## src/rtl/overlay_pkg.sv

```systemverilog
// Shared types and helpers for the overlay fetch stage: RGBA4444 pixel layout
// and the number of pixels carried by each 32-bit SDRAM word.
package overlay_pkg;

    localparam int OVL_WORD_PIXELS = 2;

    typedef struct packed {
        logic [3:0] a;
        logic [3:0] b;
        logic [3:0] g;
        logic [3:0] r;
    } rgba4444_t;

    function automatic rgba4444_t unpack_rgba(input logic [15:0] hw);
        rgba4444_t p;
        p.a = hw[15:12];
        p.b = hw[11:8];
        p.g = hw[7:4];
        p.r = hw[3:0];
        return p;
    endfunction

endpackage

```

## src/rtl/overlay_fifo.sv

```systemverilog
// Small synchronous word FIFO with flush; head_o shows the oldest entry.
// Pushes while full and pops while empty are ignored.
module overlay_fifo #(
    parameter int DEPTH = 4,
    parameter int WIDTH = 32
) (
    input  logic                   clk,
    input  logic                   Reset_I,
    input  logic                   flush_i,
    input  logic                   push_i,
    input  logic [WIDTH-1:0]       wdata_i,
    input  logic                   pop_i,
    output logic [WIDTH-1:0]       head_o,
    output logic [$clog2(DEPTH):0] count_o
);

    localparam int PW = $clog2(DEPTH);

    logic [WIDTH-1:0] mem_q [DEPTH];
    logic [PW-1:0]    wr_ptr_q, rd_ptr_q;
    logic [PW:0]      count_q;
    logic             do_push, do_pop;

    assign do_push = push_i && (count_q != (PW+1)'(DEPTH)) && !flush_i;
    assign do_pop  = pop_i && (count_q != '0) && !flush_i;

    // NOTE: sequential state is written with <= only, so every register
    // samples the pre-edge values regardless of statement order.
    always_ff @(posedge clk or negedge Reset_I) begin
        if (!Reset_I) begin
            wr_ptr_q <= '0;
            rd_ptr_q <= '0;
            count_q  <= '0;
        end else if (flush_i) begin
            wr_ptr_q <= '0;
            rd_ptr_q <= '0;
            count_q  <= '0;
        end else begin
            if (do_push) wr_ptr_q <= wr_ptr_q + 1'b1;
            if (do_pop)  rd_ptr_q <= rd_ptr_q + 1'b1;
            case ({do_push, do_pop})
                2'b10:   count_q <= count_q + 1'b1;
                2'b01:   count_q <= count_q - 1'b1;
                default: count_q <= count_q;
            endcase
        end
    end

    // NOTE: the storage array has no reset; count_q alone says which entries
    // are valid, so resetting the data would only cost flops.
    always_ff @(posedge clk) begin
        if (do_push) mem_q[wr_ptr_q] <= wdata_i;
    end

    assign head_o  = mem_q[rd_ptr_q];
    assign count_o = count_q;

endmodule

```

## src/rtl/overlay_fetch.sv

```systemverilog
// Overlay fetch: prefetches 32-bit SDRAM words into a FIFO and emits one RGBA4444
// pixel per active ce_pix. Define OVERLAY_FETCH_STATS_EN for the underflow_cnt port.
module overlay_fetch
    import overlay_pkg::*;
#(
    parameter int FIFO_DEPTH = 4,
    parameter int ADDR_W     = 24
) (
    input  logic              clk,
    input  logic              Reset_I,
    input  logic              enable,
    input  logic              ce_pix,
    input  logic              hblank,
    input  logic              vblank,
    input  logic              vsync,
    output logic              sd_req,
    output logic [ADDR_W-1:0] sd_addr,
    input  logic              sd_ack,
    input  logic [31:0]       sd_data,
    output logic [3:0]        pix_r,
    output logic [3:0]        pix_g,
    output logic [3:0]        pix_b,
    output logic [3:0]        pix_a,
    output logic              underflow
`ifdef OVERLAY_FETCH_STATS_EN
    ,
    output logic [15:0]       underflow_cnt
`endif
);

    localparam int CW   = $clog2(FIFO_DEPTH) + 1;
    localparam int HS_W = $clog2(OVL_WORD_PIXELS);
    localparam logic [HS_W-1:0] LAST_HALF = HS_W'(OVL_WORD_PIXELS - 1);

    logic              vsync_q;
    logic              sd_req_q, sd_req_d;
    logic [ADDR_W-1:0] sd_addr_q, sd_addr_d;
    logic [ADDR_W-2:0] word_ptr_q, word_ptr_d;
    logic              outstanding_q, outstanding_d;
    logic              discard_q, discard_d;
    logic [HS_W-1:0]   half_q, half_d;
    rgba4444_t         pix_q, pix_d;
    logic              underflow_q, underflow_d;

    logic              restart, flush, ack_v, push, pop, consume, empty;
    logic [31:0]       head;
    logic [CW-1:0]     fifo_count;

    assign restart = vsync && !vsync_q;
    // A disabled block is held in permanent restart.
    assign flush   = restart || !enable;
    assign ack_v   = sd_ack && outstanding_q;
    assign push    = ack_v && !discard_q && !flush;
    assign empty   = (fifo_count == '0);
    assign consume = ce_pix && !hblank && !vblank && !flush;
    assign pop     = consume && !empty && (half_q == LAST_HALF);

    overlay_fifo #(
        .DEPTH (FIFO_DEPTH),
        .WIDTH (32)
    ) u_fifo (
        .clk     (clk),
        .Reset_I (Reset_I),
        .flush_i (flush),
        .push_i  (push),
        .wdata_i (sd_data),
        .pop_i   (pop),
        .head_o  (head),
        .count_o (fifo_count)
    );

    // NOTE: every _d gets its hold value first so no path leaves it unassigned
    // and no latch is inferred.
    always_comb begin
        sd_req_d      = 1'b0;
        sd_addr_d     = sd_addr_q;
        word_ptr_d    = word_ptr_q;
        outstanding_d = outstanding_q;
        discard_d     = discard_q;
        half_d        = half_q;
        pix_d         = pix_q;
        underflow_d   = underflow_q;

        if (!flush && !outstanding_q && (fifo_count < CW'(FIFO_DEPTH))) begin
            sd_req_d      = 1'b1;
            sd_addr_d     = {word_ptr_q, 1'b0};
            word_ptr_d    = word_ptr_q + 1'b1;
            outstanding_d = 1'b1;
        end

        // A response in the restart cycle is dropped by the flush itself, so
        // discard is only armed for a read that is still in flight afterwards.
        if (ack_v) begin
            outstanding_d = 1'b0;
            discard_d     = 1'b0;
        end else if (flush && outstanding_q) begin
            discard_d = 1'b1;
        end

        if (flush) begin
            word_ptr_d  = '0;
            half_d      = '0;
            underflow_d = 1'b0;
        end else if (consume) begin
            if (empty) begin
                pix_d       = '0;
                underflow_d = 1'b1;
            end else begin
                pix_d  = unpack_rgba((half_q == LAST_HALF) ? head[31:16] : head[15:0]);
                half_d = half_q + 1'b1;
            end
        end

        if (!enable) pix_d = '0;
    end

    always_ff @(posedge clk or negedge Reset_I) begin
        if (!Reset_I) begin
            vsync_q       <= 1'b0;
            sd_req_q      <= 1'b0;
            sd_addr_q     <= '0;
            word_ptr_q    <= '0;
            outstanding_q <= 1'b0;
            discard_q     <= 1'b0;
            half_q        <= '0;
            pix_q         <= '0;
            underflow_q   <= 1'b0;
        end else begin
            vsync_q       <= vsync;
            sd_req_q      <= sd_req_d;
            sd_addr_q     <= sd_addr_d;
            word_ptr_q    <= word_ptr_d;
            outstanding_q <= outstanding_d;
            discard_q     <= discard_d;
            half_q        <= half_d;
            pix_q         <= pix_d;
            underflow_q   <= underflow_d;
        end
    end

`ifdef OVERLAY_FETCH_STATS_EN
    logic [15:0] ucnt_q;

    always_ff @(posedge clk or negedge Reset_I) begin
        if (!Reset_I)
            ucnt_q <= '0;
        else if (consume && empty && (ucnt_q != 16'hFFFF))
            ucnt_q <= ucnt_q + 1'b1;
    end

    assign underflow_cnt = ucnt_q;
`endif

    assign sd_req    = sd_req_q;
    assign sd_addr   = sd_addr_q;
    assign pix_r     = pix_q.r;
    assign pix_g     = pix_q.g;
    assign pix_b     = pix_q.b;
    assign pix_a     = pix_q.a;
    assign underflow = underflow_q;

endmodule

```

## config.mk

```make
export PLATFORM = sky130hd
export DESIGN_NAME = overlay_fetch
export DESIGN_NICKNAME = d
export VERILOG_FILES = /design/src/rtl/overlay_pkg.sv /design/src/rtl/overlay_fifo.sv /design/src/rtl/overlay_fetch.sv
export SDC_FILE = /design/constraint.sdc
export NUM_CORES = 1
export LEC_CHECK = 0
export BUFFER_PORTS_ARGS = -buffer_cell sky130_fd_sc_hd__buf_2
export CAP_MARGIN = 25
export CELL_PAD_IN_SITES_DETAIL_PLACEMENT = 0
export CELL_PAD_IN_SITES_GLOBAL_PLACEMENT = 2
export CORE_UTILIZATION = 40
export CTS_CLUSTER_DIAMETER = 100
export DETAILED_ROUTE_END_ITERATION = 12
export MAX_ROUTING_LAYER = met4
export PLACE_DENSITY = 0.75
export SLEW_MARGIN = 20
export SYNTH_ARGS = -nofsm -noshare
export SYNTH_HDL_FRONTEND = slang
export SYNTH_HIERARCHICAL = 1
export SYNTH_SLANG_ARGS = --single-unit
```

## constraint.sdc

```tcl
create_clock -name clk -period 7.35 [get_ports clk]
set_clock_uncertainty 0.05 [all_clocks]
set_input_delay 1.47 -clock clk [delete_from_list [all_inputs] [get_ports clk]]
set_output_delay 1.47 -clock clk [all_outputs]
set_load 0.02 [all_outputs]
```

Yosys cells after proc, flatten, opt, wreduce, memory -nomap -nowiden --
Memories as Yosys holds them, arrays and structs flattened. Index checks and enable logic that the tools add are counted.
Storage, ports and cells: register bits after elaboration 75, memory bits (writable) 128, memories 1
Memory list:
- u_fifo.mem_q | words 4, bits a word 32, rd ports 1, clocked after memory_dff 0, write ports 1, RTL line overlay_fifo.sv:19 | logic [WIDTH-1:0] mem_q [DEPTH];
Cells by class: $add $sub $neg 6, order comparisons 1, equality and inequality tests 6, muxes and demuxes 26, reductions and logical operators 38
Operators with widths (number):
- 16-bit two-way mux | 5
- 23-bit two-way mux | 2
- 23-bit by 1-bit adder with 23-bit output, second input constant | 1
- 1-bit logical AND | 16
- 2-bit nonzero test | 7
- 1-bit two-way mux | 13
- 1-bit logical NOT | 8
- 2-bit two-way mux | 4
- 3-bit case mux with 2 select lines | 1
- 2-bit AND reduction | 3
- 3-bit nonzero test | 2
- 2-bit by 1-bit adder with 2-bit output, second input constant | 2
- 2-bit inequality test, second input constant | 2
- 3-bit by 1-bit adder with 3-bit output, second input constant | 1
- 3-bit logical NOT | 1
- 3-bit less-than comparator, second input constant | 1
- 3-bit two-way mux | 1
- 3-bit inequality test, second input constant | 1
- 3-bit by 1-bit subtractor with 3-bit output, second input constant | 1
- 2-bit by 1-bit == test with 1-bit output, second input constant | 1
- 2-bit == test, second input constant | 1
- 2-bit by 1-bit inequality test with 1-bit output, second input constant | 1
- 1-bit adder, second input constant | 1
- 1-bit logical OR | 1

Longest topological paths before layout --
Gate-level depths: netlist (run 1).
depth after elaboration 12, gate-level depth with buffers 11

Hierarchy --
The synthesis (run 1) kept the hierarchy.
Modules (own cells, without submodules):
- overlay_fifo | instances 1, cells an instance 234, area an instance 5286.3 µm²
- overlay_fetch | instances 1, cells an instance 263, area an instance 2981.6 µm²

Worst setup path after synthesis (run 1) --
Ideal clock, no wire load.
path type input to register, start point input vsync, end point memory u_fifo.mem_q[0][0] (enable), arrival 3440 ps, setup slack 3468 ps, stages on the path 8, cell sequence nand2b_1 > and2_1 > inv_2 > nor3_1 > buf_6 > inv_1 > nor3_1 > and2_1
Between the ends: cells in the longest elaborated chain, start to end 8
Ends and longest elaborated chain:
- start, declared | RTL line overlay_fetch.sv:15 | input logic vsync,
- 1-bit logical AND | RTL line overlay_fetch.sv:49 | assign restart = vsync && !vsync_q;
- 1-bit logical OR | RTL line overlay_fetch.sv:51 | assign flush = restart || !enable;
- 1-bit logical NOT | RTL line overlay_fetch.sv:53 | assign push = ack_v && !discard_q && !flush;
- 1-bit logical AND | RTL line overlay_fetch.sv:53
- net push | RTL line overlay_fetch.sv:45 | logic restart, flush, ack_v, push, pop, consume, empty;
- 1-bit logical AND (2 in series) | RTL line overlay_fifo.sv:24 | assign do_push = push_i && (count_q != (PW+1)'(DEPTH)) && !flush_i;
- 1-bit two-way mux | RTL line overlay_fifo.sv:52 | if (do_push) mem_q[wr_ptr_q] <= wdata_i;
- 1-bit two-way mux (implied by the code) | RTL line overlay_fifo.sv:52
- end, declared | RTL line overlay_fifo.sv:19
The timed path passes the listed nets, and every way through them passes these cells.

Final worst setup path (run 1) --
start point input vsync, end point memory u_fifo.mem_q[2][2] (enable)
Same word-level chain as after synthesis.

==> results of run 1 <==
[flip-flops by register name (all words and copies together), names as in the netlist]
register / cells
u_fifo/rd_ptr_q: 2
half_q: 1
u_fifo/mem_q: 128
vsync_q: 1
underflow: 1
pix_g: 4
discard_q: 1
outstanding_q: 1
u_fifo/count_o: 3
pix_b: 4
word_ptr_q: 23
sd_addr: 23
u_fifo/wr_ptr_q: 2
pix_r: 4
pix_a: 4
sd_req: 1
[through the flow]
step / std cells / worst slack (ns) / cell area, um^2 / utilization (%)
2_1_floorplan: 497 / 3.47 / 8270 / -
3_3_place_gp: 828 / 2.98 / 8880 / 43.9
3_5_place_dp: 828 / 2.91 / 8880 / 43.9
4_1_cts: 866 / 3.43 / 9580 / 47.3
5_1_grt: 868 / 3.18 / 9610 / 47.5
6_report: 868 / 3.45 / 9610 / 47.5
[critical path: stages]
cell,delay [ns]
sky130_fd_sc_hd__buf_2,0.10
sky130_fd_sc_hd__nand2b_1,0.17
sky130_fd_sc_hd__and2_1,0.23
sky130_fd_sc_hd__inv_2,0.27
sky130_fd_sc_hd__nor3_1,0.27
sky130_fd_sc_hd__buf_4,0.20
sky130_fd_sc_hd__inv_1,0.13
sky130_fd_sc_hd__nor3_1,0.29
sky130_fd_sc_hd__and2_2,0.82
[worst min path at each step]
stage	endpoint	slack, ns	depth (start not counted)
finish	pix_b[2]	0.42	2
global route	pix_g[2]	0.46	2
CTS	pix_b[2]	0.43	2
detailed placement	pix_b[2]	0.42	2
global placement	sd_addr[23]	0.40	2
floorplan	sd_addr[23]	0.40	2
[area by class of cell]
class	count	area, um^2
Multi-Input combinational cell	262	2350
Clock buffer	33	642
Inverter	7	26.3
Sequential cell	203	5720
Tap cell	270	338
Timing Repair Buffer	87	475
Antenna cell	1	2.50
Clock inverter	5	55.1
Fill cell	1738	10600
[cell families after synthesis]
group | after synthesis | share of synthesized area, %
buffers and inverters | 32 | 2.53
flip-flops | 203 | 69.2
other | 1 | 0.0454
multiplexers | 69 | 13.7
XOR/XNOR | 24 | 2.54
AO/OA/AOI/OAI | 44 | 3.21
adder cells (fa/ha/maj) | 6 | 0.999
AND/OR/NAND/NOR | 118 | 7.79
[power groups by stage]
stage	registers [mW]	logic [mW]	clock network (mW)
floorplan	1.26	0.0316	0
global placement	1.26	0.0730	0
detailed placement	1.26	0.0757	0
CTS	1.23	0.0760	1.06
global route	1.23	0.0841	1.10
finish	1.23	0.0753	1.03
[Yosys cell counts (3+ instances only)]
master                     instances
sky130_fd_sc_hd__mux2_2           21
sky130_fd_sc_hd__dfrtp_1          75
sky130_fd_sc_hd__and2_1            6
sky130_fd_sc_hd__nor2_1           26
sky130_fd_sc_hd__nand3b_1          3
sky130_fd_sc_hd__clkbuf_1          6
sky130_fd_sc_hd__nand4_1           8
sky130_fd_sc_hd__ha_1              5
sky130_fd_sc_hd__nand2b_1          5
sky130_fd_sc_hd__buf_12            3
sky130_fd_sc_hd__a21oi_1          12
sky130_fd_sc_hd__or3_1             3
sky130_fd_sc_hd__buf_4             3
sky130_fd_sc_hd__nor3_1            4
sky130_fd_sc_hd__mux4_1            4
sky130_fd_sc_hd__mux2i_1          16
sky130_fd_sc_hd__mux4_2           28
sky130_fd_sc_hd__and3_1            9
sky130_fd_sc_hd__nand2_1          31
sky130_fd_sc_hd__buf_6             3
sky130_fd_sc_hd__nand3_1           9
sky130_fd_sc_hd__xnor2_1           5
sky130_fd_sc_hd__buf_1             5
sky130_fd_sc_hd__inv_1             6
sky130_fd_sc_hd__and4_1            4
sky130_fd_sc_hd__buf_2             5
sky130_fd_sc_hd__xor2_1           19
sky130_fd_sc_hd__edfxtp_1        128
sky130_fd_sc_hd__o21ai_0          21
[routing by layer]
metal  part of all wire, %  track usage, %  vias up
li1                      -               -     2056
met1                    44            19.9     2252
met2                    50            25.7      103
met3                   4.2            2.73       27
met4                   1.8            3.95        0
met5                     0               -        -
==> impl_summary.md, run 1 <==
Status
The run finished with clean final reports.

Logic synthesis
The synthesized netlist contains 51 unique library cells. The most used flip-flop cell after synthesis is sky130_fd_sc_hd__edfxtp_1. Each instance of the synthesized netlist takes up on average 16.6 um^2. The area fraction of the dominant cell type after synthesis is 46.5%. The async set-or-reset flop fraction in the synthesized netlist is 36.9%. Summed over all instances, the cell type with the most area after synthesis is sky130_fd_sc_hd__edfxtp_1. The synthesized instance count is 497. Counting flops and latches in the post-synthesis netlist gives 203. The share of synthesized area occupied by flip-flops and latches is 69.2%. Ranked by total cell area, the synthesized netlist is headed by sky130_fd_sc_hd__edfxtp_1 (46%), sky130_fd_sc_hd__dfrtp_1 (23%), sky130_fd_sc_hd__mux4_2 (7.6%). For this run, the number of Yosys warnings is 6.

Counting flops with a built-in enable in the synthesized netlist gives 128. The netlist area before placement is 8270 um^2. The number of nets handed over by synthesis was around 540.

Floorplan
The placeable core region is 20,200 um^2. The initial utilization of the core area, before any placement, comes to roughly 41%. Measured along the y axis, the die boundary spans 146 um. The total number of placement rows is 52. Measured along the x axis, the die boundary spans about 150 um. The area enclosed by the die boundary is 21,200 um^2. The count of boundary I/O pins is 82.

Layout
The post-layout net count is 629. The commonest non-fill, non-tap cell in the layout is sky130_fd_sc_hd__edfxtp_1. Leaving out fill and tap cells, the most frequent cells in the layout are sky130_fd_sc_hd__edfxtp_1 (128), sky130_fd_sc_hd__buf_2 (79), sky130_fd_sc_hd__dfrtp_1 (74), sky130_fd_sc_hd__nand2_1 (31), sky130_fd_sc_hd__mux4_2 (28).

The fraction of final layout cells sized beyond drive strength 1 is 30.7%. The area growth from synthesis to layout is 16.2%.

Clock tree
The tree is rooted in a sky130_fd_sc_hd__clkbuf_16. The number of clock sinks seen by CTS is 203. The clock input transition at the sequential cells of the worst setup and hold paths is 0.06 ns.

The number of buffers added for setup after CTS is 0. In this run the deepest clock path goes through 3 buffers. For this design, the CTS-stage hold fixing added 0 buffers. The clock tree from TritonCTS is yes. The number of levels in the clock H-tree is 1. The total of cells resized after clock tree synthesis is 0. At the later pin of the worst-skew pair, clock insertion delay measures 0.51 ns. The number of CTS-inserted buffers is 22.

Power
The static leakage is ~3.7 nW. For this design the total switching power over the nets is ~0.48 mW. Sequential cells account for 52.8% of the total power. Total power for the finished layout comes to 2.34 mW. Of the total power, the share spent switching nets is 20.5%. The internal power summed over all cells is 1.86 mW. The total power density per cell area is roughly 240 nW/um^2. The clock network accounts for 44.0% of the total power.

The logic gate share of total power is approximately 3.2%. IR analysis of the VDD net gives a maximum drop of 0.000161 V.

Timing
The minimum clock period is between 3 and 4 ns. The hold violation count in the final report is 0. The total negative slack is 0 ns. The smallest hold slack is around 0.42 ns. The final max-slew violation count is 0.

Setup violations remaining at the end of the flow were counted as 0. Static timing analysis puts the maximum clock frequency at 0.256 GHz. The slew at the pin with the worst max-slew slack is approximately 0.93 ns. Setup repair after global routing left no endpoint under its margin. The normalized max-slew margin is 38.1%.

Dividing the final minimum period by the clock period gives a little over half.

Setup path
The depth of the most critical reg-to-reg path is 8. The path type of the worst setup path is primary input to flop. The worst flop-to-flop path startpoint is vsync_q. The startpoint kind of the worst setup timing path is a primary input.

The worst setup path is captured at a flop. The maximum net fanout on the critical path is 36. The endpoint identified for the worst register-to-register timing path is u_fifo/mem_q[2][2]. The capturing element of the worst setup path is u_fifo/mem_q[2][2]. The critical path starts at vsync. Data arrives at the worst endpoint at 3.98 ns. The slack of the worst reg-to-reg path is roughly 4.2 ns. At the worst endpoint, the required time is 7.43 ns.

Route
For this run, design rule violations remaining after detail routing come to 0. After detailed routing, the total wire length is 15.3 mm. The pre-antenna-repair detailed-routing pass consisted of 4 iterations. The detailed router finished its first iteration with 268 violations. The detail-routed net length per standard cell is 17.6 um. After detailed routing, the number of vias per cell comes to 5.11.

The via count of the routed design is 4,438. The count of nets left with antenna violations once routing finished came out at 0.

GRT
The initial antenna violation count is 1. The total global routing overflow is 0. The first-pass GRT wire length is 24.9 mm.

The via count of the first global-routing pass is 4,582. The combined global-route utilization of all metal layers is 15.5%. The largest net degree at the start of global routing is 72.

Placed design
The routability congestion estimate from global placement is 0.724. Detailed placement finished with a half-perimeter wire length of 9.34 mm. During placement, the flow inserted port buffers numbering 80.

Worst hold path
The tightest min-delay check is of the flop to flop type. In this run the most critical hold path is launched from pix_b[2].

Flow run
The tool flagged a number of max-cap violations equal to 0.
(Power assumes the default switching activity.)
==> run 2: changes to the inputs <==
==> constraint.sdc (replaced) <==
create_clock -name clk -period 4.1 [get_ports clk]
set_clock_uncertainty 0.05 [all_clocks]
set_input_delay 0.82 -clock clk [delete_from_list [all_inputs] [get_ports clk]]
set_output_delay 0.82 -clock clk [all_outputs]
set_load 0.02 [all_outputs]
==> run 2 against run 1 <==
Global-route usage increased by 0.61 points; via count grew 0.65%; final cell count is 0.58% higher; sequential share of layout area fell by 0.35 points; combinational power grew 77%; critical path depth unchanged; highest routed layer unchanged.
==> impl_summary.md, run 2 (synthesized netlist as in run 1, its figures left out) <==
Timing
The slew at the pin with the worst max-slew slack came to 0.783 ns (was 0.929 ns). The total negative slack came to 0 ns (unchanged). The hold violation count in the final report was 0 (unchanged). Setup repair after global routing missed its margin: no (unchanged). The final max-slew violation count is 0 (unchanged). The final setup violation count is 0 (unchanged). Derived from the worst setup path, the maximum achievable clock frequency is 0.326 GHz.

In the finished design, the share of the clock period the worst path needs comes to about 75%. The smallest hold slack is 0.303 ns (was 0.421 ns). Subtracting the final worst setup slack from the clock period gives between 3 and 4 ns. The normalized max-slew margin is 47.7% (was 38.1%).

Layout
Most used cells in the layout excluding fill and tap cells: sky130_fd_sc_hd__edfxtp_1 (128), sky130_fd_sc_hd__buf_2 (79), sky130_fd_sc_hd__dfrtp_1 (74), sky130_fd_sc_hd__nand2_1 (31), sky130_fd_sc_hd__mux4_2 (28) (unchanged). The number of flip-flops under the largest register name is 128 (unchanged). The fraction of final layout cells sized beyond drive strength 1 was 31.7% (was 30.7%). The post-layout net count came to 633 (was 629). The commonest non-fill, non-tap cell in the layout is sky130_fd_sc_hd__edfxtp_1 (unchanged). The antenna diode instance count is 0 (was 1).

The share of the core filled with cells came to 47.8% (was 47.5%). The synthesis-to-layout area growth was 16.9% (was 16.2%). The register containing the most flip-flops in the final layout was u_fifo/mem_q (unchanged).

Placed design
The count of input and output buffers is 80 (unchanged). The estimated wirelength of the detail-placed design is 9.92 mm (was 9.34 mm). The routability congestion estimate from global placement is 0.754 (was 0.724).

Clock tree
The number of CTS-inserted buffers was 23 (was 22). The number of levels in the clock H-tree was 1 (unchanged). The clock insertion delay at the later pin of the skew report is 0.51 ns (about the same). The number of buffers added for setup after CTS came to 0 (unchanged). The clock input transition at the sequential cells of the worst setup and hold paths is 0.06 ns (about the same). The clock tree from TritonCTS is yes (unchanged). The hold-fix buffer count after cts came to 0 (unchanged). The library cell used as clock root buffer was sky130_fd_sc_hd__clkbuf_16 (unchanged). The total of cells resized after clock tree synthesis is 0 (unchanged).

The number of clock sinks seen by CTS is 203 (unchanged). The clock tree buffer depth is 3 (unchanged).

Route
The met2 routed wirelength is 7.63 mm (was 7.61 mm). The wire length on met1 is 7.28 mm (was 6.77 mm). The detailed route wirelength on metal3 was 632 um (was 641 um). The first-pass detailed-route iteration total is 6 (was 4).

The detail-routed net length per standard cell is 18.2 um (was 17.6 um). The vias per cell came to 5.12 (was 5.11). The number of nets with antenna violations after routing is 0 (unchanged). The via count of the routed design is 4,467 (was 4,438). The routed wire length came to 15.9 mm (was 15.3 mm). The DRC violations left is 0 (unchanged).

The initial DRC count was 160 (was 268). The topmost layer with routed signal wires is met4 (unchanged).

Setup path
The startpoint kind of the worst setup timing path is a primary input (unchanged). The path type of the worst setup path is primary input to flop (unchanged). The category of the worst setup path capture point is a flop (unchanged). The data required time at the worst endpoint is 4.43 ns (was 7.43 ns). Worst path cell trace: buf_2 > nor3b_1 > nor2b_1 > and3_1 > o31ai_2 > nor3_1 > fa_1 > a31oi_1 > nor4_1 (was buf_2 > nand2b_1 > and2_1 > inv_2 > nor3_1 > buf_4 > inv_1 > nor3_1 > and2_2).

The start point of the critical path is hblank (was vsync). The number of buffers and inverters on the critical path was 1 (was 4). The data arrival time at the worst-slack endpoint is 3.39 ns (was 3.98 ns).

The highest cell delay on the worst timing path is 0.58 ns (was 0.82 ns). The top cell family by delay on the critical path was simple AND/OR/NAND/NOR gates (unchanged). The cell with the biggest individual delay on the critical path is sky130_fd_sc_hd__nor3b_1 (was sky130_fd_sc_hd__and2_2). The worst flop-to-flop path startpoint is u_fifo/count_o[2] (was vsync_q). The maximum net fanout on the critical path is 13 (was 36).

Floorplan
The initial core utilization is 40.9% (unchanged). The placeable core region came to 20,200 um^2 (unchanged). The overall die width was 146 um (unchanged). The area enclosed by the die boundary came to 21,200 um^2 (unchanged). The count of boundary I/O pins is 82 (unchanged).

The y dimension of the die is 146 um (unchanged). The total number of placement rows is 52 (unchanged).

GRT
The total global routing overflow is 0 (unchanged). The first-pass GRT wire length came to 25.8 mm (was 24.9 mm). The largest net degree at the start of global routing is 76 (was 72).

The via count of the first global-routing pass is 4,667 (was 4,582). The combined global-route utilization of all metal layers is 16.2% (was 15.5%). The initial antenna violation count is 0 (was 1).

Power
The worst ir drop on vdd came to 0.000393 V (was 0.000161 V). The overall power is 4.26 mW (was 2.34 mW). The static leakage is 3.72 nW (was 3.67 nW). The total power density per cell area came to 441 nW/um^2 (was 243 nW/um^2).

Worst hold path
The worst min-delay path category is primary input to asynchronous set/reset pin (was flop to flop).

Flow run
The max-capacitance violation count was 0 (unchanged).

Status
Run status: complete, no violations (unchanged).
## run 2: metrics by stage
step / worst slack [ns] / instances / area [um^2]
3_3_place_gp: 0.744 / 831 / 8920
3_5_place_dp: 0.560 / 831 / 8920
5_1_grt: 0.897 / 873 / 9670
6_report: 1.04 / 873 / 9670
2_1_floorplan: 0.868 / 497 / 8270
4_1_cts: 1.10 / 872 / 9650
## run 2: power breakdown
| part | total [mW] | switching (mW) | leakage, nW | internal [mW] |
|---|---|---|---|---|
| clock network | 1.92 | 0.788 | 0.365 | 1.13 |
| registers | 2.21 | 0.0134 | 2.19 | 2.20 |
| logic | 0.133 | 0.0885 | 1.17 | 0.0442 |
| total | 4.26 | 0.890 | 3.72 | 3.37 |
## run 2: metal layers
metal,track usage (%),up-vias
li1,-,2066
met1,20.9,2263
met2,26.2,114
met3,2.76,24
met4,4.74,0
met5,-,-
## run 2: cell type report
cell class / instances / area, um^2
Clock buffer: 32 / 659
Fill cell: 1772 / 10600
Tap cell: 270 / 338
Multi-Input combinational cell: 262 / 2350
Inverter: 7 / 26.3
Clock inverter: 9 / 63.8
Timing Repair Buffer: 90 / 502
Sequential cell: 203 / 5720
## run 2: final timing paths
kind	end	slack, ns	cells after the start
setup reg to reg	u_fifo/count_o[1]	1.22	8
max in group asynchronous	u_fifo/rd_ptr_q[0]	3.17	1
hold reg to reg	pix_b[2]	0.42	2
hold / removal	sd_addr[5]	0.30	1
setup / recovery	u_fifo/count_o[1]	1.04	9
min in group clk	vsync_q	0.39	1
